==> src/rtl/renkon_ctrl_actv.sv <==
// Activation-stage control pipeline: delays frame strobes by LAT cycles, derives the
// datapath enable and frame mode at stage OEPOS, and tracks occupancy, beat count and errors.
module renkon_ctrl_actv #(
  parameter int LAT   = 2,
  parameter int OEPOS = 1,
  parameter int CNTW  = 16
) (
  input  logic            clk,
  input  logic            xrst,
  input  logic            in_begin,
  input  logic            in_valid,
  input  logic            in_end,
  input  logic [1:0]      mode_in,
  output logic            out_begin,
  output logic            out_valid,
  output logic            out_end,
  output logic            actv_oe,
  output logic [1:0]      actv_mode,
  output logic [CNTW-1:0] beat_cnt,
  output logic            busy,
  output logic            err_end
);

  localparam int              OUTW    = $clog2(LAT + 1);
  localparam logic [CNTW-1:0] CNT_MAX = {CNTW{1'b1}};

  logic [LAT:1]            beg_q, beg_d;
  logic [LAT:1]            vld_q, vld_d;
  logic [LAT:1]            end_q, end_d;
  logic [OEPOS:1][1:0]     mst_q, mst_d;
  logic [1:0]              mode_q, mode_d;
  logic                    open_q, open_d;
  logic                    err_q, err_d;
  logic                    busy_q, busy_d;
  logic [CNTW-1:0]         cnt_q, cnt_d;
  logic [OUTW-1:0]         outst_q, outst_d;

  // Next-state logic for strobe chains, mode chain, frame tracking and counters.
  always_comb begin
    beg_d   = {beg_q[LAT-1:1], in_begin};
    vld_d   = {vld_q[LAT-1:1], in_valid};
    end_d   = {end_q[LAT-1:1], in_end};
    mst_d   = mst_q;
    mode_d  = mode_q;
    open_d  = open_q;
    err_d   = err_q;
    cnt_d   = cnt_q;
    outst_d = outst_q;
    busy_d  = busy_q;

    // A begin updates the frame mode in the same cycle it is sampled.
    if (in_begin) begin
      mode_d = mode_in;
    end else begin
      mode_d = mode_q;
    end
    mst_d[1] = mode_d;
    for (int k = 2; k <= OEPOS; k++) begin
      mst_d[k] = mst_q[k-1];
    end

    if (in_begin) begin
      open_d = ~in_end;
    end else if (in_end) begin
      open_d = 1'b0;
    end else begin
      open_d = open_q;
    end

    err_d = err_q | (in_end & ~open_q & ~in_begin);

    if (in_begin) begin
      cnt_d = CNTW'(in_valid);
    end else if (open_q && in_valid && (cnt_q != CNT_MAX)) begin
      cnt_d = cnt_q + CNTW'(1);
    end else begin
      cnt_d = cnt_q;
    end

    // Ends still travelling down the chain keep the block busy after the frame closes.
    case ({in_end, end_q[LAT]})
      2'b10:   outst_d = outst_q + OUTW'(1);
      2'b01:   outst_d = outst_q - OUTW'(1);
      default: outst_d = outst_q;
    endcase

    busy_d = open_d | (outst_d != {OUTW{1'b0}});
  end

  // State registers, asynchronously cleared.
  always_ff @(posedge clk or negedge xrst) begin
    if (!xrst) begin
      beg_q   <= {LAT{1'b0}};
      vld_q   <= {LAT{1'b0}};
      end_q   <= {LAT{1'b0}};
      mst_q   <= '0;
      mode_q  <= 2'b00;
      open_q  <= 1'b0;
      err_q   <= 1'b0;
      busy_q  <= 1'b0;
      cnt_q   <= {CNTW{1'b0}};
      outst_q <= {OUTW{1'b0}};
    end else begin
      beg_q   <= beg_d;
      vld_q   <= vld_d;
      end_q   <= end_d;
      mst_q   <= mst_d;
      mode_q  <= mode_d;
      open_q  <= open_d;
      err_q   <= err_d;
      busy_q  <= busy_d;
      cnt_q   <= cnt_d;
      outst_q <= outst_d;
    end
  end

  assign out_begin = beg_q[LAT];
  assign out_valid = vld_q[LAT];
  assign out_end   = end_q[LAT];
  assign actv_oe   = vld_q[OEPOS];
  assign actv_mode = mst_q[OEPOS];
  assign beat_cnt  = cnt_q;
  assign busy      = busy_q;
  assign err_end   = err_q;

endmodule

==> config.mk <==
export PLATFORM = sky130hd
export DESIGN_NAME = renkon_ctrl_actv
export DESIGN_NICKNAME = d
export VERILOG_FILES = /design/src/rtl/renkon_ctrl_actv.sv
export SDC_FILE = /design/constraint.sdc
export NUM_CORES = 1
export LEC_CHECK = 0
export BUFFER_PORTS_ARGS = -buffer_cell sky130_fd_sc_hd__buf_2
export CORE_UTILIZATION = 40
export DETAILED_ROUTE_END_ITERATION = 7
export MAX_ROUTING_LAYER = met4
export PLACE_DENSITY = 0.6
export SLEW_MARGIN = 20
export SYNTH_ARGS = -nofsm -noshare
export SYNTH_HDL_FRONTEND = slang
export SYNTH_SLANG_ARGS = --single-unit
==> constraint.sdc <==
create_clock -name clk -period 2.4 [get_ports clk]
set_clock_uncertainty 0.15 [all_clocks]
set_input_delay 0.12 -clock clk [delete_from_list [all_inputs] [get_ports clk]]
set_output_delay 0.12 -clock clk [all_outputs]
set_load 0.02 [all_outputs]
After elaboration in Yosys (flattened, before gate mapping) --
Cells that the tools add are included.
Storage, ports and cells: bits in registers 29, bits in latches 0, memory bits (writable) 0, bits in read-only memories 0, input bits 7, output and inout bits 24, logic and storage cells 31, memories kept 0
Cells by class: add/subtract/negate cells 3, $mul 0, divide/modulo/power cells 0, order comparisons 0, equality and inequality tests 3, shift operators 0, multiplexer cells 5, bitwise gates (word level) 7, reductions and logical operators 4
Operators by type and width (count):
- 16-bit two-way mux | 2
- 16-bit by 1-bit adder with 16-bit output, second input constant | 1
- 16-bit != test, second input constant | 1
- 2-bit one-hot mux with 2 select lines | 1
- 2-bit nonzero test | 2
- 1-bit NOT | 3
- 2-bit by 1-bit adder with 2-bit output, second input constant | 1
- 1-bit AND | 2
- 2-bit by 1-bit == test with 1-bit output, second input constant | 1
- 2-bit == test, second input constant | 1
- 1-bit logical AND | 2
- 1-bit two-way mux | 2
- 1-bit OR | 2
- 2-bit by 1-bit subtractor with 2-bit output, second input constant | 1

Logic depth before layout (Yosys ltp) --
Gate-level depths: netlist (run 1).
word-level depth 4, gate-level depth with buffers 6, mapped depth without buffers 6

Least setup slack after synthesis (run 1) --
Ideal clock, no wire load.
kind register to register, from register cnt_q[3], in the netlist beat_cnt[3], to register cnt_q[13], in the netlist beat_cnt[13], library setup time 0.128 ns, arrival 1.574 ns, data required time 2.122 ns, slack 0.548 ns, cell stages (with the launch flop) 5, path buffers 0, period minus slack after synthesis 1.852 ns, cell sequence dfrtp_1 and4_2 nand3_4 nor4_1 mux2_1
Between the ends: word-level cells in the longest chain between the ends 3, elaborated cells between the ends (all ways) 6, those cells by class 1 x add/sub; 1 x eq/ne; 2 x mux; 2 x reduce/logical
RTL lines:
- start: declaration | RTL line 35 | logic [CNTW-1:0] cnt_q, cnt_d;
- start signal: assignment | RTL line 101 | cnt_q <= {CNTW{1'b0}};
- start signal: assignment | RTL line 112 | cnt_q <= cnt_d;
- 16-bit by 1-bit adder with 16-bit output / 16-bit != test (equally long branches) | RTL line 75, 74
- 16-bit two-way mux / 1-bit logical AND (equally long branches) | RTL line 74 | end else if (open_q && in_valid && (cnt_q != CNT_MAX)) begin
- 16-bit two-way mux / 2-bit nonzero test (equally long branches)
Parallel ways exist; a longest one is shown, timed or not. The select of a mux whose other input is x is not followed. A chain may end at the register's enable or synchronous reset.

Worst setup path in the final report (run 1) --
from register cnt_q[0], in the netlist beat_cnt[0], to register cnt_q[6], in the netlist beat_cnt[6]
Same word-level chain as after synthesis.

==> results of run 1 <==
-- cell type report --
type	instances	area, um2	share of cell area (%)
Clock buffer	5	37.5	2.22
Clock inverter	3	17.5	1.04
Inverter	3	11.3	0.666
Multi-Input combinational cell	84	624	36.9
Sequential cell	29	726	42.9
Tap cell	46	57.6	3.40
Timing Repair Buffer	37	218	12.9
-- where the power goes --
group | internal, mW | leakage (nW) | total (mW) | switching (mW)
sequential | 0.527 | 0.369 | 0.551 | 0.0238
combinational | 0.0592 | 0.354 | 0.137 | 0.0778
clock | 0.110 | 0.0310 | 0.289 | 0.178
total | 0.697 | 0.754 | 0.977 | 0.280
-- through the flow --
step	hold slack (ps)	total power, mW	utilization (%)	cells	setup WS (ps)
2_1_floorplan	-326	0.645	-	120	548
3_3_place_gp	22.7	0.686	47.2	193	530
3_5_place_dp	33.6	0.694	47.2	193	479
4_1_cts	210	0.993	50.7	207	436
5_1_grt	235	1.03	50.7	207	299
6_report	185	0.977	50.7	207	434
-- worst max-delay path by stage --
stage	start	slack, ps	endpoint
final	beat_cnt[0]	430	beat_cnt[6]
after CTS	beat_cnt[0]	440	beat_cnt[6]
after global placement	beat_cnt[1]	530	beat_cnt[6]
after floorplan	beat_cnt[3]	550	beat_cnt[13]
after detailed placement	beat_cnt[0]	480	beat_cnt[6]
after global routing	beat_cnt[11]	300	beat_cnt[6]
-- critical path, delay by kind of cell, from the launching register on --
family                   cells  cell delay, ps
AO/OA/AOI/OAI                1             170
adder cells (fa/ha/maj)      1             260
buffers and inverters        1             200
flip-flops                   1             430
AND/OR/NAND/NOR              3             680
-- flip-flops by register name, indices dropped and copies added, names as in the netlist, 2 cells and up --
| register | flops |
|---|---|
| mode_q | 2 |
| beg_q | 2 |
| end_q | 2 |
| beat_cnt | 16 |
| vld_q | 2 |
| outst_q | 2 |
-- cells by family (layout without fill, tap and decap cells) --
group	count (synthesis)	in the layout
buffers and inverters	7	48
adder cells (fa/ha/maj)	2	2
XOR/XNOR	4	4
AND/OR/NAND/NOR	49	49
multiplexers	4	4
AO/OA/AOI/OAI	25	25
flip-flops	29	29
-- repair_timing --
| item | 4_1_cts | 5_1_grt |
|---|---|---|
| hold buffers | 6 | 0 |
| gates resized for setup | 0 | 0 |
| endpoints found under the hold margin | 36 | 0 |
-- layer usage --
metal  vias up  global-route usage (%)  wire length (um)
li1        540                       -                 -
met1       552                    24.3              1350
met2        30                    25.5              1320
met3         5                    5.67               140
met4         0                    6.82                49
met5         -                       -                 0
-- placed cells by master, fill, tap and decap left out, types with 3 or more instances in the layout --
cell type      netlist  routed
inv_1                3       3
or3_1                3       3
nand4_1              4       4
nand3_1              5       5
dlygate4sd3_1        0       6
clkbuf_4             0       5
o21ai_0              3       3
buf_2                0      30
a21oi_1             10      10
or4_1                7       7
nand2_1              5       5
o31ai_1              6       6
dfrtp_1             29      29
nor2_1               7       7
==> results_dict.tcl, run 1 <==
set metrics [dict create \
    final_area_um2 1690 \
    routedWlPerCell_um 13.8 \
    htree_levels 2 \
    setup_tns_ps 0 \
    post-cts-setup-buffers 0 \
    p_leak_nw 0.754 \
    start_util_pct 42.1 \
    area_growth_pct 20.5 \
    ys_seq_area_share_pct 51.7 \
    crit_type "register to register" \
    cpMaxStageDelayCell "or4_1" \
    via_count 1127 \
    critical_path.max_stage_delay_ps 470 \
    yosys-top-cells-count "dfrtp_1, a21oi_1, nor2_1, or4_1, o31ai_1" \
    arrival_ps 2070 \
    fp.dieW_um 61.2 \
    insertedDiodeCount 0 \
    vdd_drop_max_mv 0.361 \
    muxShareOfSynthArea_pct 3.12 \
    synth_ff_type "dfrtp_1" \
    crit_path_max_fanout 16 \
    synth_area_leaders "dfrtp_1, or4_1, a21oi_1, o31ai_1, buf_6" \
    synth_xor_area_share_pct 2.50 \
    end_kind "register" \
    hpwl_um 1950 \
    reg2reg_from "beat_cnt[0]" \
    synth_warnings 0 \
    drive_gt1_share_pct 31.1 \
    via_per_inst 5.44 \
    finalNetCount 169 \
    clockBufferDepth 2 \
    port_buffers 30 \
    relSlewSlack_pct 57.4 \
    overflow 0 \
    drc 0 \
    synth_area_um2 1400 \
    ant_nets 0 \
    powerDensity_nw_per_um2 577 \
    async_reset_ff_share_pct 100 \
    hold_class "input pin to asynchronous set/reset pin" \
    drtPass1Iterations 4 \
    maxCapViolations 0 \
    yosysUniqueCellTypes 39 \
    setup_viol 0 \
    fin_crit_sh_pct 81.9 \
    root_buffer "clkbuf_4" \
    place_congestion 0.835 \
    r2r_slack_ps 430 \
    clk_latency_ps 330 \
    synth_fa_ha_area_share_pct 1.78 \
    track_usage_pct 18.1 \
    cts_tree "done" \
    rr_worst_depth 6 \
    yosys.cell_count.top_type "dfrtp_1" \
    rows 21 \
    r2r-end "beat_cnt[6]" \
    grt_setup_unrepaired "no" \
    cts_made_buffers 5 \
    synth_nets 129 \
    grt_pass1_wl_um 4660 \
    grt_start_max_net_pins 30 \
    synth_cells 120 \
    synth_top_cell_by_area "dfrtp_1" \
    hold_viol 0 \
    core_area_um2 3340 \
    path_clk_slew_ps 100 \
    nFillCells 328 \
    fin_crit_ps 1970 \
    die_height_um 61.2 \
    netlist.area_leader.share_pct 51.7 \
    io_pins 31 \
    first_iter_violations 45 \
    tightest_slew_ps 639 \
    slew_violations 0 \
    synth_top_family_by_area "simple AND/OR/NAND/NOR gates" \
    synth.avg_cell_area_um2 11.7 \
    grt_pass1_vias 973 \
    die_area_um2 3750 \
    antenna_found_initial 0 \
    startpoint_type "register" \
    fmax_mhz 509 \
    place_area_um2 1580 \
    synth_seq_cells 29 \
    synth_compound_area_share_pct 12.5 \
    synth_edf_count 0 \
    critical_path_required_ps 2500 \
    numClockSinks 29 \
    routed_wirelength_um 2860 \
    status "completed" \
    synthSimpleGateAreaFrac_pct 24.6 \
    cp_cell_sequence "ha_1 > nand3_1 > nor4_4 > buf_4 > or4_1 > a21oi_1" \
]
Note: power is estimated with default switching activity, not from simulation.
==> inputs of run 2 (changes only) <==
ABC_AREA = 1   (was default)
PLACE_DENSITY = 0.59   (was 0.6)
clock period = 2 ns   (was 2.4 ns; I/O delays follow)
==> results_dict.tcl, run 2 <==
set metrics [dict create \
    hpwl_um 2410 \
    ys_seq_area_share_pct 48.9 \
    hold_class "register to register" \
    grt_start_max_net_pins 30 \
    final_core_util_pct 54.2 \
    via_count 1352 \
    fmax_mhz 535 \
    largest_reg_flops 16 \
    critical_path.max_stage_delay_ps 430 \
    relSlewSlack_pct 57.0 \
    io_pins 31 \
    slew_violations 0 \
    antenna_found_initial 0 \
    grt_pass1_vias 1250 \
    synth_ff_type "dfrtp_1" \
    place_area_um2 1680 \
    yosys.cell_count.top_type "nand2_1" \
    start_util_pct 43.1 \
    via_per_inst 4.85 \
    final_common_cell "nand2_1" \
    cts_tree "done" \
    rr_worst_depth 9 \
    fin_cells 279 \
    synth_edf_count 0 \
    synth_seq_cells 29 \
    path_delay_family "simple AND/OR/NAND/NOR gates" \
    critical_path_required_ps 2040 \
    p_leak_nw 0.944 \
    ant_nets 0 \
    path_buf_inv 1 \
    synth_top_cell_by_area "dfrtp_1" \
    place_congestion 0.859 \
    cp_cell_sequence "ha_1 > nand2_1 > nor2_2 > nand2_2 > nor2_1 > nor2_1 > buf_4 > nand3_1 > o21ai_0" \
    clk_latency_ps 270 \
    synth_warnings 0 \
    path_clk_slew_ps 60 \
    drive_gt1_share_pct 20.2 \
    grt_pass1_wl_um 5860 \
    setup_viol 0 \
    layout_common_cells "nand2_1, buf_2, dfrtp_1, nor2_1" \
    path_common_cell "nor2_1" \
    synth_nets 200 \
    yosysUniqueCellTypes 23 \
    end_kind "register" \
    cts_made_buffers 5 \
    synth_area_um2 1490 \
    dpl.cell_count 265 \
    setup_tns_ps 0 \
    fin_crit_ps 1870 \
    overflow 0 \
    fp.dieW_um 62.9 \
    htree_levels 2 \
    finalNetCount 242 \
    die_height_um 62.9 \
    arrival_ps 1910 \
    grt_setup_unrepaired "no" \
    area_growth_pct 25.7 \
    status "completed" \
    first_iter_violations 86 \
    maxCapViolations 0 \
    fin_crit_sh_pct 93.4 \
    routed_wirelength_um 3410 \
    port_buffers 30 \
    vdd_drop_max_mv 0.395 \
    clockBufferDepth 2 \
    cts_resized 0 \
    yosys-top-cells-count "nand2_1, dfrtp_1, nor2_1, inv_1, nand3_1" \
    path_depth 9 \
    drc 0 \
    crit_path_max_fanout 7 \
    drtPass1Iterations 4 \
    nFillCells 349 \
    routedWlPerCell_um 12.2 \
    startpoint_type "register" \
    async_reset_ff_share_pct 100 \
    synth_area_leaders "dfrtp_1, nand2_1, nor2_1, nand3_1, nand4_1" \
    tightest_slew_ps 645 \
    hold_viol 0 \
    rows 21 \
    track_usage_pct 20.0 \
    root_buffer "clkbuf_8" \
    worstHoldPathCells 0 \
    crit_type "register to register" \
    core_area_um2 3440 \
    netlist.area_leader.share_pct 48.9 \
    powerDensity_nw_per_um2 759 \
    die_area_um2 3960 \
    insertedDiodeCount 0 \
    final_area_um2 1870 \
    synth.avg_cell_area_um2 7.78 \
    cpMaxStageDelayCell "dfrtp_1" \
    synth_cells 191 \
    numClockSinks 29 \
]
==> run 2: changes by cell type in the layout (fill, tap and decap cells not counted), moves of 6 or more <==
cell and delta:
inv_1 +11, nor2_1 +13, o31ai_1 -6, nand3_1 +9, or4_1 -7, a21oi_1 -8, nand2_1 +67
==> run 2: worst paths after layout <==
check | slack [ps] | end | start
worst max-delay path | 130 | beat_cnt[1] | beat_cnt[0]
worst min-delay path | 200 | beg_q[2] | beg_q[1]
worst max register to register | 130 | beat_cnt[1] | beat_cnt[0]
worst min register to register | 200 | beg_q[2] | beg_q[1]
max in group asynchronous | 1050 | beat_cnt[13] | xrst
min in group asynchronous | 230 | beg_q[2] | xrst
==> run 2: metal layers <==
metal | part of all wire, % | track usage [%] | vias up
met3 | 4.4 | 4.38 | 2
met5 | 0 | - | -
met1 | 49 | 25.3 | 617
met2 | 46 | 31.3 | 36
li1 | - | - | 697
met4 | 0.56 | 6.98 | 0
==> run 2: worst register-to-register path, cell delays in order (launching register included) <==
cell	delay [ps]
dfrtp_1	430
ha_1	250
nand2_1	110
nor2_2	60
nand2_2	80
nor2_1	40
nor2_1	270
buf_4	230
nand3_1	70
o21ai_0	100
==> run 2: through the flow <==
stage | hold WS (ps) | setup slack (ps) | total power, mW
5_1_grt | 218 | 15.8 | 1.50
4_1_cts | 199 | 127 | 1.43
3_3_place_gp | 0.737 | 241 | 0.837
2_1_floorplan | -346 | 244 | 0.782
3_5_place_dp | 15.9 | 145 | 0.845
6_report | 199 | 132 | 1.42
==> run 2: kinds of logic after synthesis <==
family / after synthesis / synth area share [%]
AO/OA/AOI/OAI: 11 / 4.21
XOR/XNOR: 5 / 2.95
adder cells (fa/ha/maj): 2 / 1.68
buffers and inverters: 18 / 5.22
flip-flops: 29 / 48.9
AND/OR/NAND/NOR: 126 / 37.1
==> run 2: report_power, final <==
| group | total (mW) | switching [mW] | internal [mW] |
|---|---|---|---|
| clock network | 0.571 | 0.210 | 0.361 |
| registers | 0.663 | 0.0283 | 0.635 |
| logic | 0.184 | 0.111 | 0.0727 |
| total | 1.42 | 0.349 | 1.07 |
==> run 2: area by class of cell <==
type	instances	area, um2	area share, %
clock buffer	5	68.8	3.69
clock inverter	2	35.0	1.88
inverter	14	52.6	2.82
multi-input combinational	144	682	36.5
sequential	29	726	38.9
tap	46	57.6	3.08
timing repair buffer	39	245	13.1
==> run 2: repair_timing <==
action | CTS | global route
hold endpoints to repair | 36 | 0
hold buffers | 6 | 0
endpoints found under the setup margin | 0 | 14
setup buffers | 0 | 1
